File: config.mk
export PLATFORM = sky130hd
export DESIGN_NAME = gcd_controller_flat
export DESIGN_NICKNAME = d
export VERILOG_FILES = /design/src/rtl/gcd_pkg.sv /design/src/rtl/gcd_controller_if.sv /design/src/rtl/gcd_controller.sv /design/src/flat_wrapper.sv
export SDC_FILE = /design/constraint.sdc
export NUM_CORES = 1
export LEC_CHECK = 0
export CORE_AREA = 2 2 39 41
export DETAILED_ROUTE_END_ITERATION = 8
export DIE_AREA = 0 0 41 43
export GPL_TIMING_DRIVEN = 0
export PLACE_DENSITY_LB_ADDON = 0.25
export SYNTH_ARGS = -nofsm -noshare
export SYNTH_HDL_FRONTEND = slang
export SYNTH_SLANG_ARGS = --single-unit
File: constraint.sdc
create_clock -name clk -period 2.3 [get_ports clk]
set_clock_uncertainty 0.15 [all_clocks]
set_input_delay 0.575 -clock clk [delete_from_list [all_inputs] [get_ports clk]]
set_output_delay 0.575 -clock clk [all_outputs]
set_load 0.05 [all_outputs]
File: src/rtl/gcd_pkg.sv
// Shared definitions for the GCD controller: state encoding, default limits and operand width.
// Imported by the controller, its interface and the paired datapath.
package gcd_pkg;

  localparam int ITER_MAX_DEF = 15;
  localparam int CNT_W_DEF    = 4;
  localparam int DATA_W       = 4;

  typedef enum logic [2:0] {
    S_IDLE,
    S_LOAD,
    S_CALC,
    S_DONE,
    S_ERR
  } state_t;

endpackage

File: src/rtl/gcd_controller_if.sv
// Control/flag bundle between the GCD controller (master) and its datapath/host side (slave).
// Signal names match the datapath pins one-for-one.
interface gcd_controller_if #(
  parameter int CNT_W = gcd_pkg::CNT_W_DEF
);

  logic             start;
  logic             notEqual;
  logic             lessThan;
  logic             x_sel;
  logic             y_sel;
  logic             x_write;
  logic             y_write;
  logic             d_write;
  logic             ready;
  logic             done;
  logic             error;
  logic [CNT_W-1:0] iter_o;

  modport master (
    input  start, notEqual, lessThan,
    output x_sel, y_sel, x_write, y_write, d_write, ready, done, error, iter_o
  );

  modport slave (
    output start, notEqual, lessThan,
    input  x_sel, y_sel, x_write, y_write, d_write, ready, done, error, iter_o
  );

endinterface

File: src/rtl/gcd_controller.sv
// Control FSM for a subtractive GCD: loads operands, steers subtracts from the datapath flags,
// counts steps and aborts through ERR once ITER_MAX steps pass without convergence.
module gcd_controller
  import gcd_pkg::*;
#(
  parameter int ITER_MAX = ITER_MAX_DEF,
  parameter int CNT_W    = CNT_W_DEF
) (
  input  logic             clk,
  input  logic             reset,
  gcd_controller_if.master bus
);

  state_t           r_state;
  logic [CNT_W-1:0] r_iter;
  logic             w_at_max;

  // >= rather than == so the counter can never step past the limit and wrap.
  assign w_at_max = (r_iter >= CNT_W'(ITER_MAX));

  // NOTE: state registers use non-blocking assignments so every flop samples pre-edge values.
  always_ff @(posedge clk) begin
    if (reset) begin
      r_state <= S_IDLE;
      r_iter  <= '0;
    end else begin
      unique case (r_state)
        S_IDLE: begin
          if (bus.start) begin
            r_state <= S_LOAD;
            r_iter  <= '0;
          end
        end
        S_LOAD: r_state <= S_CALC;
        S_CALC: begin
          if (!bus.notEqual) begin
            r_state <= S_DONE;
          end else if (w_at_max) begin
            r_state <= S_ERR;
          end else begin
            r_iter <= r_iter + 1'b1;
          end
        end
        S_DONE:  r_state <= S_IDLE;
        S_ERR:   r_state <= S_IDLE;
        default: r_state <= S_IDLE;
      endcase
    end
  end

  // NOTE: every output gets a default before the case so no latch is inferred.
  always_comb begin
    bus.x_sel   = 1'b0;
    bus.y_sel   = 1'b0;
    bus.x_write = 1'b0;
    bus.y_write = 1'b0;
    bus.d_write = 1'b0;
    bus.done    = 1'b0;
    bus.error   = 1'b0;
    // Gated by reset so a run abandoned mid-CALC cannot fire one last write.
    if (!reset) begin
      unique case (r_state)
        S_LOAD: begin
          bus.x_write = 1'b1;
          bus.y_write = 1'b1;
        end
        S_CALC: begin
          if (!bus.notEqual) begin
            bus.d_write = 1'b1;
          end else if (!w_at_max) begin
            if (bus.lessThan) begin
              bus.y_sel   = 1'b1;
              bus.y_write = 1'b1;
            end else begin
              bus.x_sel   = 1'b1;
              bus.x_write = 1'b1;
            end
          end
        end
        S_DONE: bus.done = 1'b1;
        S_ERR: begin
          bus.done  = 1'b1;
          bus.error = 1'b1;
        end
        default: ;
      endcase
    end
  end

  assign bus.ready  = (r_state == S_IDLE);
  assign bus.iter_o = r_iter;

endmodule

File: src/flat_wrapper.sv
// flat-port wrapper written by rule: the top's interface ports become plain ports
module gcd_controller_flat import gcd_pkg::*;
#(
  parameter int ITER_MAX = ITER_MAX_DEF,
  parameter int CNT_W    = CNT_W_DEF
)
  (clk, reset, bus_start, bus_notEqual, bus_lessThan, bus_x_sel, bus_y_sel, bus_x_write, bus_y_write, bus_d_write, bus_ready, bus_done, bus_error, bus_iter_o);
  gcd_controller_if #(.CNT_W(CNT_W)) bus_i ();
  input  logic clk;
  input  logic reset;
  input wire logic [$bits(bus_i.start)-1:0] bus_start;
  input wire logic [$bits(bus_i.notEqual)-1:0] bus_notEqual;
  input wire logic [$bits(bus_i.lessThan)-1:0] bus_lessThan;
  output wire logic [$bits(bus_i.x_sel)-1:0] bus_x_sel;
  output wire logic [$bits(bus_i.y_sel)-1:0] bus_y_sel;
  output wire logic [$bits(bus_i.x_write)-1:0] bus_x_write;
  output wire logic [$bits(bus_i.y_write)-1:0] bus_y_write;
  output wire logic [$bits(bus_i.d_write)-1:0] bus_d_write;
  output wire logic [$bits(bus_i.ready)-1:0] bus_ready;
  output wire logic [$bits(bus_i.done)-1:0] bus_done;
  output wire logic [$bits(bus_i.error)-1:0] bus_error;
  output wire logic [$bits(bus_i.iter_o)-1:0] bus_iter_o;
  assign bus_i.start = bus_start;
  assign bus_i.notEqual = bus_notEqual;
  assign bus_i.lessThan = bus_lessThan;
  assign bus_x_sel = bus_i.x_sel;
  assign bus_y_sel = bus_i.y_sel;
  assign bus_x_write = bus_i.x_write;
  assign bus_y_write = bus_i.y_write;
  assign bus_d_write = bus_i.d_write;
  assign bus_ready = bus_i.ready;
  assign bus_done = bus_i.done;
  assign bus_error = bus_i.error;
  assign bus_iter_o = bus_i.iter_o;
  gcd_controller #(.ITER_MAX(ITER_MAX), .CNT_W(CNT_W)) u_core (.clk(clk), .reset(reset), .bus(bus_i));
endmodule
* After elaboration in Yosys (flattened, before gate mapping)
Cells that the tools add are included.
** Storage, ports and cells
- Output and inout bits :: 12
- Input port bits :: 5
- Register bits after elaboration :: 7
- Logic and storage cells :: 46
** Operators by class
- Equality and inequality tests :: 8
- Multiplexer cells :: 29
- Magnitude comparators :: 1
- Reductions and logical operators :: 5
- Add/subtract/negate cells :: 1
** Operator list (count)
- $mux W1 :: 19
- $mux W4 :: 3
- $mux W3 :: 3
- $pmux W3 S3 :: 1
- $pmux W4 S2 :: 1
- $eq A3 B2 Y1 const B :: 2
- $ne A2 B2 Y1 const B :: 3
- $add A4 B1 Y4 const B :: 1
- $ge A4 B4 Y1 const B :: 1
- $pmux W1 S2 :: 2
- $reduce_and A4 Y1 :: 1
- $eq A3 B1 Y1 const B :: 1
- $eq A3 B3 Y1 const B :: 1
- $logic_not A3 Y1 :: 1
- $ne A3 B2 Y1 const B :: 1
- $reduce_and A2 Y1 :: 1
- $reduce_bool A2 Y1 :: 1
- $reduce_or A2 Y1 :: 1

* Depth between registers and ports, before layout
Gate-level depths: netlist of run 1.
- Word-level depth :: 5
- Gate-level depth with buffers :: 5
- Gate-level depth less buffers :: 5

* Worst setup path before layout of run 1
OpenSTA, ideal clock, no wires.
- Path kind :: in2out
- Start point :: input reset
- End point :: output bus_error
- Required time :: 1575 ps
- Stages on the path :: 1
- Setup slack :: -643 ps
- Arrival :: 2218 ps
- Buffers on the path :: 0
- Cells stage by stage :: nor4b_1
** Between the ends
- Longest elaborated chain between the ends :: 1
** Ends and longest elaborated chain
- start, declared :: line flat_wrapper.sv:10 : input logic reset;
- $mux W1 :: line gcd_controller.sv:61 : if (!reset) begin
- end, declared :: line flat_wrapper.sv:21 : output wire logic [$bits(bus_i.error)-1:0] bus_error;
Every way passes these cells.

* Final worst setup path of run 1
- Start point :: input reset
- End point :: output bus_y_write
** Between the ends
- Longest elaborated chain between the ends :: 1
** Ends and longest elaborated chain
- $mux W1 :: line gcd_controller.sv:61
- end, declared :: line flat_wrapper.sv:17 : output wire logic [$bits(bus_i.y_write)-1:0] bus_y_write;
Every way passes these cells.

==> results of run 1 <==
-- final cells by class --
class                      count  share of cell area, %
buffer                         1                   1.69
tap                           16                   3.01
sequential                     7                   21.7
multi-input combinational     39                   46.0
clock buffer                   4                   3.95
inverter                       1                  0.565
timing repair buffer          18                   23.2
-- routing by layer --
metal  routed length, µm  track usage (%)
met5                   0                0
met4                   6             6.00
met3                  42             1.57
met2                 459             17.8
met1                 462             17.6
-- stage by stage --
stage          hold WS, ns  utilization, %  setup TNS, ns  cell area (µm²)
2_1_floorplan        0.340               -              0              445
3_3_place_gp         0.327            45.2          -6.45              626
3_5_place_dp         0.330            45.2          -6.33              626
4_1_cts              0.344            47.3              0              654
5_1_grt              0.354            48.0              0              664
6_report             0.345            48.0              0              664
-- power breakdown --
| group | switching, mW | internal [mW] |
|---|---|---|
| Sequential | 0.00570 | 0.126 |
| Clock | 0.0456 | 0.0662 |
| Combinational | 0.0520 | 0.0353 |
| Total | 0.103 | 0.228 |
-- cells by family (layout without fill, tap and decap cells) --
logic type / count (synthesis) / count (layout) / share of synthesized area, %
DFF: 7 / 7 / 32.3
adders and majority gates: 1 / 1 / 2.88
and+or+nand+nor: 25 / 25 / 39.8
buffers and inverters: 2 / 24 / 3.46
AOI/OAI and AO/OA: 10 / 10 / 14.4
muxes: 3 / 3 / 7.20
-- how the worst max path moves through the flow --
stage / start / cells after the start / slack (ns) / to
finish: reset / 6 / 0.03 / bus_y_write
global route: u_core.r_state[1] / 3 / 0.006 / bus_error
CTS: u_core.r_state[1] / 4 / 0.009 / bus_done
detailed placement: reset / 6 / -1.13 / bus_y_write
global placement: reset / 6 / -1.15 / bus_y_write
floorplan: u_core.r_state[1] / 3 / 0.02 / bus_done
-- placed cells by master (no fill, tap or decap), drive strengths merged --
cell type and n:
a21boi 1, a21oi 4, a31oi 2, a41oi 1
and3 3, buf 8, clkbuf 6, clkdlybuf4s15 2
clkdlybuf4s50 5, dfxtp 7, dlygate4sd2 2, ha 1
inv 1, mux2 1, mux2i 2, nand2 3
nand2b 1, nand3 2, nand3b 1, nand4 1
nor2 4, nor2b 3, nor3 2, nor4b 1
o21ai 2, or2 1, or2b 1, or3b 1
or4b 1
-- worst reg2reg max path, stage by stage, from the launching register on --
cell     delay, ns
dfxtp_2       0.35
ha_1          0.24
nand3_2       0.14
o21ai_0       0.09
mux2_2        0.26
nor3_1        0.15
-- timing repair --
| action | in CTS | in global routing |
|---|---|---|
| hold buffers | 0 | 0 |
| setup buffers | 2 | 0 |
| setup endpoints to repair | 8 | 6 |
| gates cloned | 0 | 0 |
| resized for setup | 40 | 10 |
-- sequential cells by signal, indices dropped and copies added, names as in the netlist --
name	count
u_core.bus.iter_o	4
u_core.r_state	3
-- synth_stat cells, types with 2 or more instances --
cell     instances
a31oi_1          2
nor2_1           3
mux2i_1          2
nor2b_1          2
nand3_1          2
nor3_1           2
a21oi_1          4
dfxtp_1          7
nand2_1          3
and3_4           2
==> flow_metrics.py, run 1 <==
metrics = {
    "setup_path": {
        "crit_path_end_kind": "primary output",
        "cp_cell_sequence": "buf_2 > nor2b_4 > and3_4 > and3_4 > nand2b_4 > buf_6",
        "ff2ff_setup_slack_ns": 0.85,
        "critical_path_required_ns": 1.57,
        "bufs_and_invs_on_worst_path": 2,
        "crit_slowest_cell": "and3_4",
        "path_delay_family": "simple AND/OR/NAND/NOR gates",
        "crit_path_frequent_cell": "and3_4",
        "worst_r2r_endpoint": "u_core.r_state[1]",
        "path_class": "in2out",
        "worst_path_max_fanout": 8,
        "setup.worst_path.start_class": "primary input",
        "data_arrival_time_of_the_critical_path_ns": 1.54,
        "reg2reg_depth": 5,
        "max_stage_delay_ns": 0.21,
        "start_of_the_worst_register_to_register_path": "u_core.bus.iter_o[0]",
    },
    "timing": {
        "worst_slew_pin_slew_ns": 0.500,
        "timing.slew.headroom_pct": 66.6,
        "timing.fmax_mhz": 441,
        "final_max_slew_viol_count": 0,
        "timing.final.crit_share_pct": 98.5,
        "final.min_clock_period_ns": 2.27,
        "setup_viol_count_final": 0,
        "hold_violations": 0,
        "grt_setup_unrepaired": "false",
        "post-route-worst-setup-slack_ns": 0.0349,
    },
    "yosys": {
        "synth-async-reset-ratio_pct": 0,
        "yosys.cell_types.count": 29,
        "synth-warning-count": 0,
        "synth_edf_count": 0,
        "syn_area_per_cell_um2": 9.05,
        "synth.area.top_cells": "dfxtp_1 (32%), and3_4 (5.2%), a21oi_1 (4.6%), mux2i_1 (4.6%), nand2b_4 (3.2%)",
        "postSynthRegisterBits": 7,
        "leading_area_contributor_after_synthesis": "dfxtp_1",
        "synth.cell_area_um2": 434,
        "synth-main-ff-cell": "dfxtp_1",
        "yosys.area.top_type_share_pct": 32.3,
        "synth_sequential_area_ratio_pct": 32.3,
        "syn-instance-count": 48,
        "number_of_nets_produced_by_synthesis": 54,
    },
    "floorplanning": {
        "die_width_um": 41,
        "initial_cell_density_of_the_core_pct": 31.4,
        "area_enclosed_by_the_die_boundary_um2": 1760,
        "chipHeight_um": 43,
        "io-pin-count": 17,
        "core.rowCount": 14,
        "fp.coreArea_um2": 1380,
    },
    "worst_hold_path": {
        "min-delay-path-class": "reg2reg",
        "holdPathStages": 1,
        "worstHoldStart": "u_core.bus.iter_o[0]",
        "min_delay_worst_endpoint": "u_core.bus.iter_o[0]",
    },
    "power_and_ir_drop": {
        "power.ir.vdd_worst_mv": 0.250,
        "pwr_density_cell_nw_per_um2": 498,
        "static-leakage-power_nw": 0.269,
        "post-layout-total-power_mw": 0.331,
    },
    "final_layout": {
        "post_route_cells_drive_above_1_share_pct": 44.3,
        "antenna_cells_inserted": 0,
        "layout.cells.non_filler": 86,
        "ff_latch_area_um2": 144,
        "nFillCells": 141,
        "area_growth_pct": 53.0,
        "multiInputGateArea_um2": 305,
        "final_nets": 77,
    },
    "detailed_routing": {
        "drt_wl_total_um": 970,
        "drt-initial-drc-count": 6,
        "via_per_inst": 4.93,
        "postRouteAntennaNets": 0,
        "drc_errors": 0,
        "dr_pass1_iterations": 4,
        "num_vias": 424,
        "wl_per_cell_um": 11.3,
    },
    "run": {
        "timing.max_cap.violations": 0,
    },
    "cts": {
        "cts_tree": "yes",
        "number_of_buffers_added_by_the_clock_tree_synthesis_step": 3,
        "clkLatencyLatePin_ns": 0.25,
        "clkSinkCount": 7,
        "clock_path_buffers": 2,
        "clk_pin_slew_worst_setup_hold_paths_ns": 0.05,
        "deepest_level_of_the_cts_h_tree": 1,
        "cts.root.buffer_cell": "clkbuf_4",
    },
    "place": {
        "pre_cts_ws_ns": -1.13,
        "dp_hpwl_um": 679,
        "gp_routability_congestion": 0.717,
        "place_inst": 80,
        "buffer_ports.inserted": 16,
    },
    "grt": {
        "number_of_global_route_vias_before_repair": 382,
        "antenna_found_initial": 0,
        "global_route_wire_length_before_repair_mm": 1.53,
        "grt.total_usage_pct": 12.4,
        "maximum_number_of_pins_on_one_net_before_global_route_repair": 11,
        "grt_overflow_total": 0,
    },
    "status": {
        "status": "complete, no violations",
    },
}
Note: power is estimated with default switching activity, not from simulation.
==> run 2: changes to the inputs <==
--- a/config.mk
+++ b/config.mk
@@ -6,10 +6,12 @@
 export NUM_CORES = 1
 export LEC_CHECK = 0
 export CORE_AREA = 2 2 39 41
+export CTS_BUF_LIST = sky130_fd_sc_hd__clkbuf_4
 export DETAILED_ROUTE_END_ITERATION = 8
 export DIE_AREA = 0 0 41 43
 export GPL_TIMING_DRIVEN = 0
 export PLACE_DENSITY_LB_ADDON = 0.25
+export REMOVE_ABC_BUFFERS = 1
 export SYNTH_ARGS = -nofsm -noshare
 export SYNTH_HDL_FRONTEND = slang
 export SYNTH_SLANG_ARGS = --single-unit
==> run 2 against run 1 <==
  * Final cell count down 1.2%
  * Critical path depth fell by 2
  * Non-clock buffer count is 1 lower
  * Core utilization fell by 1.2 points
  * Worst setup slack better by 0.011 ns
  * Combinational power is 7.4% lower
  * Routed wire length decreased by 1.3%
  * Clock power up 14%
  * Maximum frequency rose by 0.48%
  * Sequential cell count unchanged
  * Register-to-register slack lost 0.02 ns
  * Sequential share of layout area increased by 0.93 points
  * Critical path type unchanged
  * Critical endpoint is now bus_x_write
  * Largest power group unchanged
  * Highest routed layer unchanged
==> flow_metrics.py, run 2 (synthesized netlist as in run 1, its figures left out) <==
metrics = {
    "status": {
        "status": "complete, no violations",
    },
    "cts": {
        "deepest_level_of_the_cts_h_tree": 1,
        "cts_hold_buffers": 0,
        "cts.root.buffer_cell": "clkbuf_4",
        "clk_pin_slew_worst_setup_hold_paths_ns": 0.06,
        "cts_tree": "yes",
        "number_of_buffers_added_by_the_clock_tree_synthesis_step": 3,
        "clock_path_buffers": 2,
        "clkSinkCount": 7,
        "clkLatencyLatePin_ns": 0.25,
    },
    "setup_path": {
        "setup.worst_path.start_class": "primary input",
        "cp_cell_sequence": "buf_4 > or4b_4 > o21ai_2 > buf_6",
        "data_arrival_time_of_the_critical_path_ns": 1.53,
        "crit_slowest_cell": "or4b_4",
        "max_stage_delay_ns": 0.55,
        "path_delay_family": "simple AND/OR/NAND/NOR gates",
        "ff2ff_setup_slack_ns": 0.83,
        "path_class": "in2out",
        "bufs_and_invs_on_worst_path": 2,
        "crit_path_end_kind": "primary output",
        "worst_path_max_fanout": 8,
        "critical_path_required_ns": 1.57,
    },
    "timing": {
        "final_max_slew_viol_count": 0,
        "worst_slew_pin_slew_ns": 0.490,
        "timing.final.crit_share_pct": 98.0,
        "final.min_clock_period_ns": 2.25,
        "setup_viol_count_final": 0,
        "timing.fmax_mhz": 444,
        "post-route-worst-setup-slack_ns": 0.0456,
        "timing.slew.headroom_pct": 67.2,
        "hold_violations": 0,
    },
    "place": {
        "pre_cts_ws_ns": -1.11,
        "place_inst": 79,
        "buffer_ports.inserted": 16,
        "gp_routability_congestion": 0.734,
        "place_area_um2": 603,
        "dp_hpwl_um": 689,
    },
    "detailed_routing": {
        "num_vias": 436,
        "drc_errors": 0,
        "drt-initial-drc-count": 12,
        "postRouteAntennaNets": 0,
        "drt_wl_total_um": 957,
        "via_per_inst": 5.13,
        "wl_per_cell_um": 11.3,
        "met1_length_um": 443,
        "dr_pass1_iterations": 4,
        "routed-wl-met2_um": 454,
        "highest_signal_layer": "met4",
        "wl_met3_um": 48,
    },
    "final_layout": {
        "antenna_cells_inserted": 0,
        "area_growth_pct": 49.3,
        "fin_area_um2": 648,
        "final_nets": 76,
        "post_route_cells_drive_above_1_share_pct": 40.6,
        "layout.cells.non_filler": 85,
        "commonest_non_fill_non_tap_cells_in_the_layout": "clkbuf_4 (5), clkdlybuf4s50_1 (5), a21oi_1 (4), dfxtp_1 (4)",
        "largest_register_ffs": 4,
    },
    "grt": {
        "antenna_found_initial": 0,
        "maximum_number_of_pins_on_one_net_before_global_route_repair": 12,
        "number_of_global_route_vias_before_repair": 400,
        "grt_overflow_total": 0,
        "grt.total_usage_pct": 12.1,
        "global_route_wire_length_before_repair_mm": 1.53,
    },
    "floorplanning": {
        "chipHeight_um": 43,
        "die_width_um": 41,
        "initial_cell_density_of_the_core_pct": 31.4,
        "fp.coreArea_um2": 1380,
        "core.rowCount": 14,
        "io-pin-count": 17,
        "area_enclosed_by_the_die_boundary_um2": 1760,
    },
    "worst_hold_path": {
        "min-delay-path-class": "reg2reg",
    },
    "power_and_ir_drop": {
        "power.ir.vdd_worst_mv": 0.328,
        "static-leakage-power_nw": 0.275,
        "pwr_density_cell_nw_per_um2": 530,
    },
    "run": {
        "timing.max_cap.violations": 0,
    },
}
[run 2: repair_timing]
action / in CTS / in global routing
gates cloned: 0 / 0
endpoints found under the setup margin: 8 / 7
setup buffers: 2 / 0
resized for setup: 40 / 16
pin swaps: 1 / 1
[run 2: through the flow]
stage	TNS [ns]	power [mW]	utilization, %	hold WS (ns)
after global placement	-6.29	0.215	43.6	0.340
after global routing	-0.00823	0.354	46.8	0.366
after detailed placement	-6.27	0.216	43.6	0.357
final	0	0.343	46.8	0.342
after CTS	0	0.341	46.0	0.342
after floorplan	-0.826	0.187	-	0.341
[run 2: path summary, 6_finish.rpt]
check / start / end / cells after the start
max: reset / bus_x_write / 4
min: u_core.bus.iter_o[0] / u_core.bus.iter_o[0] / 1
max reg2reg: u_core.bus.iter_o[0] / u_core.r_state[1] / 5
min reg2reg: u_core.bus.iter_o[0] / u_core.bus.iter_o[0] / 1
[run 2: layout make-up]
| cell class | instances | area (µm²) |
|---|---|---|
| flip-flops and latches | 7 | 146 |
| fillers | 136 | 736 |
| multi-input cells | 39 | 289 |
| repair buffers | 18 | 159 |
| well taps | 16 | 20.0 |
| inverters | 1 | 3.75 |
| clock buffers | 4 | 30.0 |
[run 2: metal layers]
layer	vias to the layer above	track usage, %
li1	225	-
met1	195	15.4
met2	14	18.8
met3	2	1.57
met4	0	6.67
met5	-	0
[run 2: where the power goes]
part,leakage (nW),switching (mW),total [mW],internal (mW)
combinational,0.198,0.0471,0.0808,0.0338
clock,0.0184,0.0494,0.128,0.0783
sequential,0.0585,0.00905,0.135,0.126
total,0.275,0.106,0.343,0.238
